File: src/rtl/lsu_pkg.sv
// Shared definitions for the load/store unit: FSM state encoding, RV32I
// load/store funct3 codes and the access legality check (size/sign code
// versus direction and address alignment).
package lsu_pkg;

  typedef enum logic [1:0] {
    IDLE = 2'd0,
    REQ  = 2'd1,
    WAIT = 2'd2,
    RESP = 2'd3
  } lsu_state_e;

  localparam logic [2:0] F3_B  = 3'b000;
  localparam logic [2:0] F3_H  = 3'b001;
  localparam logic [2:0] F3_W  = 3'b010;
  localparam logic [2:0] F3_BU = 3'b100;
  localparam logic [2:0] F3_HU = 3'b101;

  // Unsigned variants exist only for loads; halves need an even address,
  // words a word-aligned one.
  function automatic logic lsu_legal(input logic       store,
                                     input logic [2:0] funct3,
                                     input logic [1:0] addr_lo);
    logic ok;
    case (funct3)
      F3_B:    ok = 1'b1;
      F3_H:    ok = ~addr_lo[0];
      F3_W:    ok = (addr_lo == 2'b00);
      F3_BU:   ok = ~store;
      F3_HU:   ok = ~store & ~addr_lo[0];
      default: ok = 1'b0;
    endcase
    return ok;
  endfunction

endpackage

File: src/rtl/lsu_align.sv
// Combinational byte-lane steering for the load/store unit.
//  funct3   in  3   size/sign code of the access
//  addr_lo  in  2   byte offset within the word
//  st_data  in  32  rs2 data for stores
//  ld_word  in  32  raw word returned by memory
//  st_be    out 4   byte enables for a store
//  st_wdata out 32  store data replicated onto every lane
//  ld_data  out 32  extracted and sign/zero-extended load data
module lsu_align import lsu_pkg::*; (
  input  logic [2:0]  funct3,
  input  logic [1:0]  addr_lo,
  input  logic [31:0] st_data,
  input  logic [31:0] ld_word,
  output logic [3:0]  st_be,
  output logic [31:0] st_wdata,
  output logic [31:0] ld_data
);

  logic [31:0] byte_sh;
  logic [31:0] half_sh;
  logic [7:0]  ld_byte;
  logic [15:0] ld_half;

  assign byte_sh = ld_word >> {addr_lo, 3'b000};
  assign half_sh = ld_word >> {addr_lo[1], 4'b0000};
  assign ld_byte = byte_sh[7:0];
  assign ld_half = half_sh[15:0];

  // Replicating the data lets memory pick whichever lane the enables select.
  always_comb begin
    st_be    = 4'b1111;
    st_wdata = st_data;
    case (funct3[1:0])
      2'b00: begin
        st_be    = 4'b0001 << addr_lo;
        st_wdata = {4{st_data[7:0]}};
      end
      2'b01: begin
        st_be    = 4'b0011 << addr_lo;
        st_wdata = {2{st_data[15:0]}};
      end
      default: ;
    endcase
  end

  always_comb begin
    ld_data = ld_word;
    case (funct3)
      F3_B:    ld_data = {{24{ld_byte[7]}}, ld_byte};
      F3_H:    ld_data = {{16{ld_half[15]}}, ld_half};
      F3_BU:   ld_data = {24'h0, ld_byte};
      F3_HU:   ld_data = {16'h0, ld_half};
      default: ld_data = ld_word;
    endcase
  end

endmodule

File: src/rtl/load_store_unit.sv
// RV32I data-memory access stage: accepts one load/store from the core,
// drives a handshaked word-wide memory and returns a one-cycle response.
//  clk, rst                clock; synchronous active-low reset
//  req_valid/req_ready     request handshake from the core
//  req_store/req_funct3    direction and size/sign code
//  req_addr/req_wdata      byte address and rs2 store data
//  resp_valid/rdata/err    one-cycle completion pulse, load data, error flag
//  mem_req/we/be/addr/wdata  memory request, held until mem_gnt
//  mem_gnt/rvalid/rdata    memory grant and read-data return
module load_store_unit import lsu_pkg::*; #(
  parameter int ADDR_W  = 12,
  parameter int TIMEOUT = 16
) (
  input  logic              clk,
  input  logic              rst,
  input  logic              req_valid,
  output logic              req_ready,
  input  logic              req_store,
  input  logic [2:0]        req_funct3,
  input  logic [31:0]       req_addr,
  input  logic [31:0]       req_wdata,
  output logic              resp_valid,
  output logic [31:0]       resp_rdata,
  output logic              resp_err,
  output logic              mem_req,
  output logic              mem_we,
  output logic [3:0]        mem_be,
  output logic [ADDR_W-3:0] mem_addr,
  output logic [31:0]       mem_wdata,
  input  logic              mem_gnt,
  input  logic              mem_rvalid,
  input  logic [31:0]       mem_rdata
);

  localparam int CNT_W = $clog2(TIMEOUT);

  lsu_state_e        state_q, state_d;
  logic [CNT_W-1:0]  cnt_q, cnt_d;
  logic              store_q, store_d;
  logic [2:0]        f3_q, f3_d;
  logic [1:0]        alo_q, alo_d;
  logic              req_ready_q, req_ready_d;
  logic              resp_valid_q, resp_valid_d;
  logic              resp_err_q, resp_err_d;
  logic [31:0]       resp_rdata_q, resp_rdata_d;
  logic              mem_req_q, mem_req_d;
  logic              mem_we_q, mem_we_d;
  logic [3:0]        mem_be_q, mem_be_d;
  logic [ADDR_W-3:0] mem_addr_q, mem_addr_d;
  logic [31:0]       mem_wdata_q, mem_wdata_d;

  logic [2:0]        al_f3;
  logic [1:0]        al_lo;
  logic [3:0]        st_be;
  logic [31:0]       st_wdata;
  logic [31:0]       ld_data;
  logic              unused_addr_hi;

  // Address bits above the memory window simply wrap.
  assign unused_addr_hi = ^req_addr[31:ADDR_W];

  // One aligner serves both directions: live request fields while idle
  // (store steering), latched fields while waiting for read data.
  assign al_f3 = (state_q == IDLE) ? req_funct3    : f3_q;
  assign al_lo = (state_q == IDLE) ? req_addr[1:0] : alo_q;

  lsu_align u_align (
    .funct3   (al_f3),
    .addr_lo  (al_lo),
    .st_data  (req_wdata),
    .ld_word  (mem_rdata),
    .st_be    (st_be),
    .st_wdata (st_wdata),
    .ld_data  (ld_data)
  );

  always_comb begin
    state_d      = state_q;
    cnt_d        = cnt_q;
    store_d      = store_q;
    f3_d         = f3_q;
    alo_d        = alo_q;
    req_ready_d  = req_ready_q;
    resp_valid_d = 1'b0;
    resp_err_d   = 1'b0;
    resp_rdata_d = 32'h0;
    mem_req_d    = mem_req_q;
    mem_we_d     = mem_we_q;
    mem_be_d     = mem_be_q;
    mem_addr_d   = mem_addr_q;
    mem_wdata_d  = mem_wdata_q;
    case (state_q)
      IDLE: begin
        req_ready_d = 1'b1;
        if (req_valid) begin
          store_d     = req_store;
          f3_d        = req_funct3;
          alo_d       = req_addr[1:0];
          req_ready_d = 1'b0;
          if (lsu_legal(req_store, req_funct3, req_addr[1:0])) begin
            state_d     = REQ;
            mem_req_d   = 1'b1;
            mem_we_d    = req_store;
            mem_be_d    = req_store ? st_be : 4'b1111;
            mem_addr_d  = req_addr[ADDR_W-1:2];
            mem_wdata_d = req_store ? st_wdata : 32'h0;
          end else begin
            // Illegal accesses never touch memory.
            state_d      = RESP;
            resp_valid_d = 1'b1;
            resp_err_d   = 1'b1;
          end
        end
      end
      REQ: begin
        if (mem_gnt) begin
          mem_req_d = 1'b0;
          if (store_q) begin
            state_d      = RESP;
            resp_valid_d = 1'b1;
          end else begin
            state_d = WAIT;
            cnt_d   = '0;
          end
        end
      end
      WAIT: begin
        // rvalid is checked first so it wins over a simultaneous timeout.
        if (mem_rvalid) begin
          state_d      = RESP;
          resp_valid_d = 1'b1;
          resp_rdata_d = ld_data;
        end else if (cnt_q == CNT_W'(TIMEOUT - 1)) begin
          state_d      = RESP;
          resp_valid_d = 1'b1;
          resp_err_d   = 1'b1;
        end else begin
          cnt_d = cnt_q + 1'b1;
        end
      end
      RESP: begin
        state_d     = IDLE;
        req_ready_d = 1'b1;
      end
      default: state_d = IDLE;
    endcase
  end

  always_ff @(posedge clk) begin
    if (!rst) begin
      state_q      <= IDLE;
      cnt_q        <= '0;
      req_ready_q  <= 1'b1;
      resp_valid_q <= 1'b0;
      resp_err_q   <= 1'b0;
      resp_rdata_q <= 32'h0;
      mem_req_q    <= 1'b0;
      mem_we_q     <= 1'b0;
      mem_be_q     <= 4'h0;
      mem_addr_q   <= '0;
      mem_wdata_q  <= 32'h0;
    end else begin
      state_q      <= state_d;
      cnt_q        <= cnt_d;
      req_ready_q  <= req_ready_d;
      resp_valid_q <= resp_valid_d;
      resp_err_q   <= resp_err_d;
      resp_rdata_q <= resp_rdata_d;
      mem_req_q    <= mem_req_d;
      mem_we_q     <= mem_we_d;
      mem_be_q     <= mem_be_d;
      mem_addr_q   <= mem_addr_d;
      mem_wdata_q  <= mem_wdata_d;
    end
  end

  // Access attributes are only consulted after being loaded on accept.
  always_ff @(posedge clk) begin
    store_q <= store_d;
    f3_q    <= f3_d;
    alo_q   <= alo_d;
  end

  assign req_ready  = req_ready_q;
  assign resp_valid = resp_valid_q;
  assign resp_err   = resp_err_q;
  assign resp_rdata = resp_rdata_q;
  assign mem_req    = mem_req_q;
  assign mem_we     = mem_we_q;
  assign mem_be     = mem_be_q;
  assign mem_addr   = mem_addr_q;
  assign mem_wdata  = mem_wdata_q;

endmodule
File: config.mk
export PLATFORM = sky130hd
export DESIGN_NAME = load_store_unit
export DESIGN_NICKNAME = d
export VERILOG_FILES = /design/src/rtl/lsu_pkg.sv /design/src/rtl/lsu_align.sv /design/src/rtl/load_store_unit.sv
export SDC_FILE = /design/constraint.sdc
export NUM_CORES = 1
export LEC_CHECK = 0
export CAP_MARGIN = 20
export CORE_UTILIZATION = 43
export CTS_BUF_LIST = sky130_fd_sc_hd__clkbuf_4 sky130_fd_sc_hd__clkbuf_8 sky130_fd_sc_hd__clkbuf_16
export CTS_CLUSTER_DIAMETER = 80
export DETAILED_ROUTE_END_ITERATION = 8
export HOLD_SLACK_MARGIN = 0.1
export PLACE_DENSITY = 0.8
export SYNTH_ARGS = -nofsm -noshare
export SYNTH_HDL_FRONTEND = slang
export SYNTH_SLANG_ARGS = --single-unit
export TNS_END_PERCENT = 100
File: constraint.sdc
create_clock -name clk -period 2.6 [get_ports clk]
set_input_delay 0.39 -clock clk [delete_from_list [all_inputs] [get_ports clk]]
set_output_delay 0.39 -clock clk [all_outputs]
set_load 0.01 [all_outputs]
# After elaboration in Yosys (flattened, before gate mapping)
# Cells that the tools add are included.
[word_totals]
register_bits = 95
out_inout_bits = 83
inputBits = 105
elab_cells = 92
[op_classes]
eq_ne = 19
n_reduce_logical = 14
shifts = 4
n_bitwise = 3
n_mux = 37
addsub = 1
[ops]
columns = ["op", "count"]
rows = [
  ["one-hot mux 32 bit (4 select lines)", 1],
  ["one-hot mux 32 bit (2 select lines)", 1],
  ["2-to-1 mux 32 bit", 1],
  ["right shift 32 x 5 -> 16 bit", 1],
  ["right shift 32 x 5 -> 8 bit", 1],
  ["2-to-1 mux 4 bit", 5],
  ["one-hot mux 4 bit (2 select lines)", 2],
  ["2-to-1 mux 1 bit", 14],
  ["equality test 3 bit (second input constant)", 4],
  ["2-to-1 mux 2 bit", 6],
  ["!= test 2 bit (second input constant)", 5],
  ["AND reduction 3 bit", 3],
  ["one-hot mux 2 bit (4 select lines)", 1],
  ["equality test 3 x 1 -> 1 bit (second input constant)", 2],
  ["logical NOT 2 bit", 3],
  ["logical NOT 3 bit", 2],
  ["one-hot mux 1 bit (2 select lines)", 3],
  ["nonzero test 2 bit", 3],
  ["one-hot mux 1 bit (5 select lines)", 1],
  ["AND reduction 5 bit", 1],
  ["adder 4 x 1 -> 4 bit (second input constant)", 1],
  ["equality test 2 x 1 -> 1 bit (second input constant)", 2],
  ["equality test 2 bit (second input constant)", 2],
  ["equality test 4 bit (second input constant)", 1],
  ["other kinds (11)", 12],
]

# Logic depth before layout (Yosys ltp)
# Gate-level depths: netlist of the first run.
[logic_depth]
depth_word = 8
depth_mapped = 10

# Hierarchy
# A second synthesis of the first run with hierarchy kept.
[hier_totals]
cells_unflattened = 556
area_unflattened_um2 = 4753.3
[modules_own_cells]
columns = ["module", "instances", "seq_area_each_um2", "area_per_inst_um2", "cells_each"]
rows = [
  ["load_store_unit", 1, 1961.9, 3485.8, 362],
  ["lsu_align", 1, 0.0, 1267.5, 194],
]

# Least setup slack after synthesis of the first run
# No wires, ideal clock.
[synth_path]
path_kind = "reg-to-reg"
from = "register state_q[0]"
to = "register resp_rdata_q[3] (netlist: resp_rdata[3])"
slack_ps = 550
path_buffers = 2
stages_incl_launch_ff = 9
setup_time_ps = 112
period_less_slack_ps = 2050
t_required_ps = 2488
arrival_time_ps = 1938
cell_sequence = "dfxtp_1 inv_1 ha_1 buf_6 or3b_1 and2_1 buf_4 mux2i_1 a2111oi_1"
[synth_between]
elab_chain_cells = 4
word_cells_on_any_way = 12
[synth_lines]
columns = ["element", "line_no", "text"]
rows = [
  ["start, declared", "load_store_unit.sv:37", "lsu_state_e state_q, state_d;"],
  ["start signal, assigned", "load_store_unit.sv:163", "state_q <= state_d;"],
  ["logical NOT 2 bit", "load_store_unit.sv:64, load_store_unit.sv:65", ""],
  ["2-to-1 mux 2 bit or 2-to-1 mux 3 bit (tied branches)", "load_store_unit.sv:65, load_store_unit.sv:64", ""],
  ["right shift 32 x 5 -> 16 bit, or another cell as far along", "lsu_align.sv:25", "assign half_sh = ld_word >> {addr_lo[1], 4'b0000};"],
  ["one-hot mux 32 bit (4 select lines)", "lsu_align.sv:48", "case (funct3)"],
  ["end signal, assigned", "load_store_unit.sv:168", "resp_rdata_q <= resp_rdata_d;"],
  ["end, declared", "load_store_unit.sv:45", "logic [31:0] resp_rdata_q, resp_rdata_d;"],
]
# Several ways; a longest one is shown, not always the timed one.
# A chain may end at the register's enable or synchronous reset.

# Worst setup path after layout of the first run
[layout_path]
from = "register state_q[1]"
to = "register resp_rdata_q[26] (netlist: resp_rdata[26])"
# Same word-level chain as after synthesis.

==> impl_metrics.csv, run 1 <==
group,metric,value,unit
global_route,grt_overflow,0,
sta,slew_headroom,47.7,%
worst_setup_path,reg2reg_to,"resp_rdata[26]$_SDFF_PN0_",
sta,tightestPinTransition,0.782,ns
global_route,grt_use_total,24.9,%
power,p_per_area,751,mW/mm^2
worst_setup_path,crit_slowest_cell,"mux4_2",
worst_setup_path,cp_top_family,"multiplexers",
global_route,grt_max_degree,46,
run,max-cap-violations,0,
route,drt_pass1_iterations,5,
yosys,postSynthCellCount,481,
worst_hold_path,hold_class,"flip-flop to flip-flop",
cells_and_area,nets,753,
worst_setup_path,crit_chain,"inv_1 -> ha_2 -> buf_4 -> mux2i_2 -> mux4_2 -> o21ai_4 -> a311oi_2",
worst_setup_path,worstPathRequired,2.82,ns
power,p_leak,2.32,nW
worst_setup_path,rr_worst_depth,7,
status,status,"completed",
yosys,yosysSeqAreaShare,43.1,%
clock_tree,clockBufferDepth,2,
place,dp.cells,768,
clock_tree,clkLatencyLatePin,0.38,ns
sta,post-route-period-util,90.8,%
yosys,netlist-cell-type-count,67,
clock_tree,cts_setup_buffers,0,
global_route,antenna_found_initial,0,
route,vias,4489,
route,viasPerCell,5.73,
yosys,synth_top_area_cell,"dfxtp_1",
sta,rsz0062_at_grt,"false",
yosys,async_flop_share,0,%
yosys,synth_fp_nets,591,
yosys,syn_area_per_cell,9.47,um^2
yosys,yosysTopAreaCellShare,39.1,%
floorplanning,design.core.area,0.0103,mm^2
route,met2RoutedLength,6730,um
power,report.power.total,4.94,mW
route,drtIter0Drc,324,
clock_tree,cts_tree,"done",
yosys,synth_commonest_cells,"89 x dfxtp_1, 51 x a21oi_1, 50 x nand2_1",
clock_tree,root_buffer,"clkbuf_8",
worst_setup_path,start_kind,"flip-flop",
sta,fin_crit,2.36,ns
worst_setup_path,criticalPathCategory,"flip-flop to flip-flop",
sta,tns,0,ns
route,route.detailed.drc,0,
cells_and_area,drive_above_1_share,12.7,%
cells_and_area,diodes,0,
global_route,grt_pass1_vias,4274,
place,place.gp.congestion,0.885,
floorplanning,io_pins,188,
power,vdd_drop_max,0.000469,V
yosys,synth_edf_count,6,
worst_hold_path,min_to,"mem_wdata[14]$_SDFFE_PN0P_",
cells_and_area,area_growth,44.4,%
yosys,synth_area_leaders,"dfxtp_1 39%, a21oi_1 5.6%, a22oi_1 4.1%, nand2_1 4.1%, edfxtp_1 4.0%",
sta,max_freq,423,MHz
worst_setup_path,path_depth,7,
place,hpwl,10300,um
route,met3WireLength,1070,um
sta,slew_viol_final,0,
cells_and_area,final_cells,784,
route,ant_nets,0,
global_route,grt_pass1_wl,21800,um
worst_setup_path,cpPeakStageDelay,0.44,ns
route,met1_length,5690,um
floorplanning,fp-row-count,37,
worst_setup_path,end_kind,"flip-flop",
sta,setup_viol,0,
clock_tree,numCtsBuffers,9,
sta,hold_viol_final,0,
worst_hold_path,holdPathStages,2,
yosys,ys.warnings.count,0,
worst_setup_path,critPathArrivalTime,2.58,ns
yosys,synth.most_common_cell,"dfxtp_1",
route,wl,13800,um
worst_setup_path,path_max_fanout,16,
clock_tree,cts.clk_slew.worst_paths,0.09,ns
floorplanning,die_w,105,um
clock_tree,cts_sinks,95,
floorplanning,initial_utilization,44.3,%
sta,fin_skew,0.0167,ns
worst_setup_path,critical_path_buf_inv_count,2,
route,wl_per_cell,17.6,um
worst_hold_path,hp-start,"mem_wdata[14]$_SDFFE_PN0P_",
yosys,synthesis.area,0.00456,mm^2
place,portBuffers,167,
worst_setup_path,reg2reg_slack,0.24,ns
floorplanning,die-height,105,um
yosys,synth_ff_type,"dfxtp_1",
clock_tree,ctsHtreeMaxLevel,3,
route,routed.top_layer,"met4",
worst_setup_path,r2r_start,"state_q[1]$_SDFFE_PN0P_",
floorplanning,die_area,0.0110,mm^2
yosys,ys_ff_latch,95,
## logic make-up after synthesis
| family | count (synthesis) | synth area share, % |
|---|---|---|
| AOI/OAI and AO/OA | 169 | 27.4 |
| and+or+nand+nor | 145 | 15.6 |
| DFF | 95 | 43.1 |
| buffers and inverters | 39 | 4.89 |
| muxes | 28 | 7.74 |
| adders and majority gates | 5 | 1.37 |
## timing repair
action	CTS	global route
hold buffers	0	0
gates resized for setup	0	1
setup endpoints to repair	0	19
## placed cells by master (no fill, tap or decap), types with 9 or more instances in the layout
cell               n
a21oi_1           51
buf_4             16
o31ai_1           11
a311oi_2          10
a22oi_1           25
clkbuf_8          10
nor2_1            39
clkdlybuf4s50_1  167
nand2_1           50
o21ai_0           14
mux2_2            15
dfxtp_1           89
a21o_1             9
nand3_1           21
## power by group
| group | switching [mW] | total, mW | internal (mW) |
|---|---|---|---|
| clock | 0.554 | 1.04 | 0.486 |
| sequential | 0.0746 | 1.68 | 1.60 |
| combinational | 1.25 | 2.22 | 0.970 |
| total | 1.88 | 4.94 | 3.06 |
## through the flow
stage                     util, %  area, um^2  setup slack, ns  hold slack, ns
after detailed placement     61.9        6370            0.111           0.447
final                        64.0        6580            0.238           0.459
after global routing         64.0        6580           0.0952           0.486
after CTS                    64.0        6580            0.123           0.462
after floorplan                 -        4560            0.550           0.439
after global placement       61.9        6370            0.187           0.440
## per-layer routing
layer	vias to the layer above	GRT usage [%]
met4	0	10.2
met5	-	0
met1	2122	30.7
met2	218	42.0
li1	2122	-
met3	27	5.49
## how the worst max path moves through the flow
stage	from	end	slack, ns
after global placement	state_q[0]$_SDFFE_PN0P_	resp_rdata[25]$_SDFF_PN0_	0.19
after CTS	state_q[1]$_SDFFE_PN0P_	resp_rdata[31]$_SDFF_PN0_	0.12
final	state_q[1]$_SDFFE_PN0P_	resp_rdata[26]$_SDFF_PN0_	0.24
after detailed placement	req_funct3[0]	mem_wdata[9]$_SDFFE_PN0P_	0.11
after global routing	state_q[1]$_SDFFE_PN0P_	resp_rdata[31]$_SDFF_PN0_	0.1
after floorplan	state_q[0]$_SDFFE_PN0P_	resp_rdata[3]$_SDFF_PN0_	0.55
## sequential cells by signal (all words and copies together) (netlist names), 2 cells and up
| name | cells |
|---|---|
| mem_wdata | 32 |
| resp_rdata | 32 |
| mem_addr | 10 |
| cnt_q | 4 |
| mem_be | 4 |
| f3_q | 3 |
| alo_q | 2 |
| state_q | 2 |
## final cells by class
type	count	area, um^2
clock buffer	10	138
timing repair buffer	185	1830
inverter	5	18.8
clock inverter	6	75.1
tap	136	170
sequential	95	1960
multi-input combinational	347	2390
fill	844	3700
## worst min-delay path, delay by kind of cell, from the launching register on
| family | cells | cell delay, ns |
|---|---|---|
| AOI/OAI and AO/OA | 1 | 0.05 |
| DFF | 1 | 0.32 |
| and+or+nand+nor | 1 | 0.05 |
No activity file was read; power rests on OpenSTA's default activity.
==> run 2: changes to the inputs <==
CORE_UTILIZATION = 35   (was 43)
PLACE_DENSITY = 0.67   (was 0.8)
==> run 2 against run 1 <==
Non-clock buffer count up 3. Worst setup slack worse by 0.043 ns. Highest routed layer unchanged. Largest power group unchanged. Sequential power barely moved. Clock power rose by 31%. Largest cell class unchanged. Global-route usage decreased by 3.7 points. Final cell count rose by 4.8%. Total power is 6.6% higher. Die area rose by 22%. Cell area grew 2.1%. Sequential share of layout area is 0.62 points lower.
==> impl_metrics.csv, run 2 (synthesized netlist as in run 1, its figures left out) <==
group,metric,value,unit
route,drt_pass1_iterations,5,
sta,fin_skew,0.00690,ns
clock_tree,cts_setup_buffers,0,
route,drtIter0Drc,425,
status,status,"completed",
route,wl_per_cell,17.5,um
power,vdd_drop_max,0.000452,V
cells_and_area,drive_above_1_share,12.8,%
cells_and_area,most-common-layout-cells,"167 x clkdlybuf4s50_1, 89 x dfxtp_1, 51 x a21oi_1",
floorplanning,die-height,116,um
route,viasPerCell,5.39,
power,p_clk_share,25.8,%
clock_tree,cts.clk_slew.worst_paths,0.06,ns
clock_tree,cts_resized,0,
power,swShare,36.4,%
sta,fin_crit,2.40,ns
sta,slew_headroom,47.6,%
sta,slew_viol_final,0,
global_route,antenna_found_initial,0,
worst_setup_path,cpPeakStageDelay,0.38,ns
clock_tree,ctsHoldBuffers,0,
cells_and_area,diodes,0,
clock_tree,cts_sinks,95,
cells_and_area,nFillCells,1132,
clock_tree,clkLatencyLatePin,0.35,ns
place,portBuffers,167,
global_route,grt_use_total,21.2,%
clock_tree,clockBufferDepth,2,
worst_setup_path,crit_chain,"inv_1 -> ha_1 -> mux2i_4 -> buf_4 -> mux2_2 -> nand2_2 -> a311oi_2",
clock_tree,cts_tree,"done",
power,p_switching,1.92,mW
power,pwr-share-seq,32.0,%
clock_tree,ctsHtreeMaxLevel,3,
route,wl,14400,um
sta,whs,0.455,ns
worst_setup_path,end_kind,"flip-flop",
worst_setup_path,start_kind,"flip-flop",
route,ant_nets,0,
floorplanning,design.core.area,0.0127,mm^2
power,p_per_area,783,mW/mm^2
worst_setup_path,crit_slowest_cell,"mux2_2",
power,p_leak,2.37,nW
clock_tree,root_buffer,"clkbuf_16",
power,p_int,3.35,mW
run,max-cap-violations,0,
worst_setup_path,worstPathRequired,2.80,ns
worst_setup_path,path_max_fanout,17,
cells_and_area,final_common_cell,"clkdlybuf4s50_1",
floorplanning,initial_utilization,36.0,%
cells_and_area,area_growth,47.5,%
worst_setup_path,criticalPathCategory,"flip-flop to flip-flop",
floorplanning,io_pins,188,
sta,post-route-period-util,92.5,%
floorplanning,die_w,116,um
worst_setup_path,critPathArrivalTime,2.61,ns
cells_and_area,multi_input_area,0.00238,mm^2
worst_hold_path,hold_class,"flip-flop to flip-flop",
clock_tree,numCtsBuffers,9,
sta,hold_viol_final,0,
power,combPwrFrac,42.2,%
cells_and_area,ff_latch_area,0.00196,mm^2
sta,tightestPinTransition,0.782,ns
sta,max_freq,416,MHz
global_route,grt_max_degree,46,
floorplanning,die_area,0.0135,mm^2
power,report.power.total,5.27,mW
sta,tns,0,ns
cells_and_area,nets,756,
sta,rsz0062_at_grt,"false",
route,route.detailed.drc,0,
place,hpwl,10600,um
global_route,grt_pass1_wl,21800,um
floorplanning,fp-row-count,41,
route,vias,4434,
global_route,grt_overflow,0,
cells_and_area,fin_util,53.0,%
place,place.gp.congestion,0.841,
global_route,grt_pass1_vias,4137,
sta,setup_viol,0,
run 2: worst paths after layout:
path / from / end / slack (ns) / cells after the start
worst min-delay path: mem_wdata[13]$_SDFFE_PN0P_ / mem_wdata[13]$_SDFFE_PN0P_ / 0.45 / 2
worst max register to register: state_q[0]$_SDFFE_PN0P_ / resp_rdata[24]$_SDFF_PN0_ / 0.20 / 7
worst max-delay path: state_q[0]$_SDFFE_PN0P_ / resp_rdata[24]$_SDFF_PN0_ / 0.20 / 7
worst min register to register: mem_wdata[13]$_SDFFE_PN0P_ / mem_wdata[13]$_SDFFE_PN0P_ / 0.45 / 2
run 2: stage by stage:
stage          setup slack (ns)  instance area [um^2]  cells
2_1_floorplan             0.550                  4560    481
3_3_place_gp              0.198                  6420    807
3_5_place_dp              0.141                  6420    807
4_1_cts                   0.206                  6720    822
5_1_grt                 0.00551                  6720    822
6_report                  0.195                  6720    822
run 2: layer usage:
layer	track usage, %	vias to the layer above	wire length, um
li1	-	2140	-
met1	28.4	2097	6500
met2	32.7	168	6650
met3	4.77	29	871
met4	9.57	0	376
met5	0	-	0
run 2: worst max-delay path: cells and delay by family, from the launching register on:
family                     cells  cell delay (ns)
and+or+nand+nor                1             0.35
adders and majority gates      1             0.33
muxes                          2             0.69
buffers and inverters          2             0.37
DFF                            1             0.34
AOI/OAI and AO/OA              1             0.17
run 2: power groups by stage:
stage          registers [mW]  logic, mW  clock network, mW
2_1_floorplan            1.74       1.52                  0
3_3_place_gp             1.71       2.16                  0
3_5_place_dp             1.71       2.20                  0
4_1_cts                  1.68       2.21               1.38
5_1_grt                  1.70       2.40               1.44
6_report                 1.68       2.22               1.36
run 2: cell type report:
type	instances	area share [%]
Clock buffer	11	3.67
Sequential cell	95	29.2
Timing Repair Buffer	188	27.4
Clock inverter	4	0.800
Tap cell	172	3.20
Inverter	5	0.279
Multi-Input combinational cell	347	35.5
==> run 3: changes to the inputs <==
SETUP_SLACK_MARGIN = 0.2   (was default)
SYNTH_HIERARCHICAL = 1   (was default)
==> run 3 against run 2 <==
First-iteration DRC count shrank 45%. Sequential power is essentially flat. Core utilization fell by 1.6 points. Clock-buffer cell count shrank 1. Clock skew increased by 0.0021 ns. Cell area grew 1.3%. Die area rose by 4.2%. Worst setup slack improved by 0.16 ns. Critical path type unchanged.
==> impl_metrics.csv, run 3 <==
group,metric,value,unit
status,status,"completed",
place,dp_slack,0.175,ns
yosys,postSynthCellCount,556,
cells_and_area,nets,808,
worst_setup_path,start_kind,"flip-flop",
place,hpwl,9910,um
floorplanning,design.core.area,0.0132,mm^2
global_route,grt_use_total,19.1,%
yosys,synthesis.area,0.00475,mm^2
floorplanning,die-height,119,um
cells_and_area,most-common-layout-cells,"166 x clkdlybuf4s50_1, 89 x dfxtp_1, 81 x nand3_1",
global_route,grt_pass1_vias,4219,
route,drtIter0Drc,232,
worst_setup_path,critPathArrivalTime,2.46,ns
yosys,yosysTopAreaCellShare,37.5,%
cells_and_area,final_common_cell,"clkdlybuf4s50_1",
sta,tns,0,ns
route,viasPerCell,4.99,
floorplanning,io_pins,188,
power,vdd_drop_max,0.000384,V
sta,rsz0062_at_grt,"false",
power,report.power.total,5.32,mW
worst_hold_path,hp-start,"rst",
cells_and_area,drive_above_1_share,11.0,%
yosys,async_flop_share,0,%
worst_setup_path,worstPathRequired,2.81,ns
global_route,grt_overflow,0,
yosys,synth_top_area_cell,"dfxtp_1",
clock_tree,cts_setup_buffers,0,
worst_setup_path,r2r_start,"state_q[0]$_SDFFE_PN0P_",
cells_and_area,fin_util,51.4,%
run,max-cap-violations,0,
sta,setup_viol,0,
sta,fin_crit,2.24,ns
route,wl_per_cell,15.2,um
route,ant_nets,0,
yosys,ys_ff_latch,95,
sta,fin_skew,0.00901,ns
floorplanning,die_w,119,um
yosys,synth_commonest_cells,"89 x dfxtp_1, 81 x nand3_1, 63 x o21ai_0",
sta,slew_viol_final,0,
yosys,synth_fp_nets,666,
route,vias,4387,
sta,max_freq,445,MHz
yosys,synth_ff_type,"dfxtp_1",
sta,post-route-period-util,86.3,%
clock_tree,numCtsBuffers,9,
cells_and_area,area_growth,43.3,%
global_route,grt_max_degree,95,
yosys,synth_area_leaders,"dfxtp_1 37%, nand3_1 8.5%, o21ai_0 6.6%, mux2_2 5.0%, nand2_1 4.7%",
worst_setup_path,criticalPathCategory,"flip-flop to flip-flop",
yosys,syn_area_per_cell,8.55,um^2
global_route,grt_pass1_wl,21300,um
route,route.detailed.drc,0,
clock_tree,cts_sinks,95,
place,portBuffers,167,
yosys,synth.most_common_cell,"dfxtp_1",
power,p_leak,2.59,nW
sta,whs,0.292,ns
sta,slew_headroom,60.3,%
global_route,antenna_found_initial,0,
floorplanning,die_area,0.0141,mm^2
sta,tightestPinTransition,0.595,ns
yosys,netlist-cell-type-count,55,
clock_tree,clockBufferDepth,2,
worst_hold_path,hold_class,"input pin to flip-flop",
yosys,synth_edf_count,6,
route,wl,13400,um
clock_tree,cts_tree,"done",
cells_and_area,diodes,0,
worst_setup_path,end_kind,"flip-flop",
place,place.gp.congestion,0.843,
floorplanning,initial_utilization,35.9,%
yosys,yosysSeqAreaShare,41.3,%
power,p_per_area,781,mW/mm^2
clock_tree,ctsHtreeMaxLevel,3,
clock_tree,cts.clk_slew.worst_paths,0.06,ns
clock_tree,clkLatencyLatePin,0.35,ns
worst_setup_path,path_max_fanout,8,
yosys,ys.warnings.count,6,
sta,setup_slack,0.355,ns
clock_tree,root_buffer,"clkbuf_16",
worst_setup_path,crit_start,"state_q[0]$_SDFFE_PN0P_",
floorplanning,fp-row-count,42,
route,drt_pass1_iterations,4,
sta,hold_viol_final,0,
[run 3: cell count changes in the layout (fill, tap and decap cells not counted), sizes merged, moves of 7 or more]
cell | before | now
a21oi | 54 | 16
a22oi | 25 | 0
a311oi | 18 | 0
and2 | 3 | 34
nand2 | 52 | 59
nand3 | 21 | 81
nor2 | 39 | 17
nor3 | 2 | 11
o21ai | 17 | 72
o22ai | 8 | 1
o31ai | 11 | 2
[run 3: cell families after synthesis]
group	after synthesis	synth area share [%]
multiplexers	39	9.03
AND/OR/NAND/NOR	224	23.8
AO/OA/AOI/OAI	129	17.3
buffers and inverters	64	7.32
adder cells (fa/ha/maj)	5	1.32
flip-flops	95	41.3
[run 3: final cells by class]
| type | instances | area (um^2) |
|---|---|---|
| fillers | 1224 | 6430 |
| clock buffers | 10 | 239 |
| multi-input cells | 397 | 2470 |
| flip-flops and latches | 95 | 1960 |
| well taps | 176 | 220 |
| inverters | 8 | 30.0 |
| repair buffers | 187 | 1830 |
| clock inverters | 6 | 58.8 |
[run 3: what timing repair did]
action                                  CTS  global route
hold buffers                              0             0
gates resized for setup                   1             3
endpoints found under the setup margin    1            22
[run 3: metrics by stage]
stage,cells,cell area [um^2]
CTS,879,6790
global placement,863,6490
floorplan,556,4750
finish,879,6810
detailed placement,863,6490
global route,879,6810
[run 3: routing by layer]
| layer | GRT usage, % | vias to the layer above | wire (um) |
|---|---|---|---|
| met5 | 0 | - | 0 |
| met3 | 5.16 | 17 | 851 |
| met4 | 7.99 | 0 | 238 |
| li1 | - | 2228 | - |
| met1 | 24.1 | 1986 | 6220 |
| met2 | 30.6 | 156 | 6080 |
[run 3: path summary, 6_finish.rpt]
path / slack, ns / depth (start not counted) / end
max: 0.36 / 8 / mem_be[2]$_SDFFE_PN0P_
min: 0.29 / 2 / req_ready$_SDFFE_PN1P_
max reg2reg: 0.36 / 8 / mem_be[2]$_SDFFE_PN0P_
min reg2reg: 0.46 / 2 / mem_wdata[29]$_SDFFE_PN0P_
[run 3: where the power goes]
part           internal (mW)  switching (mW)  leakage (nW)  total (mW)
sequential              1.61          0.0630         0.777        1.67
clock                  0.767           0.562         0.149        1.33
combinational           1.09            1.23          1.66        2.32
[run 3: worst max-delay path, stage by stage, from the launching register on]
cell and delay, ns:
dfxtp_1 0.34, inv_1 0.16, ha_4 0.21, mux2_2 0.43, buf_4 0.20, and2b_1 0.21, a211o_1 0.30, o21ai_0 0.17
o21ai_0 0.09
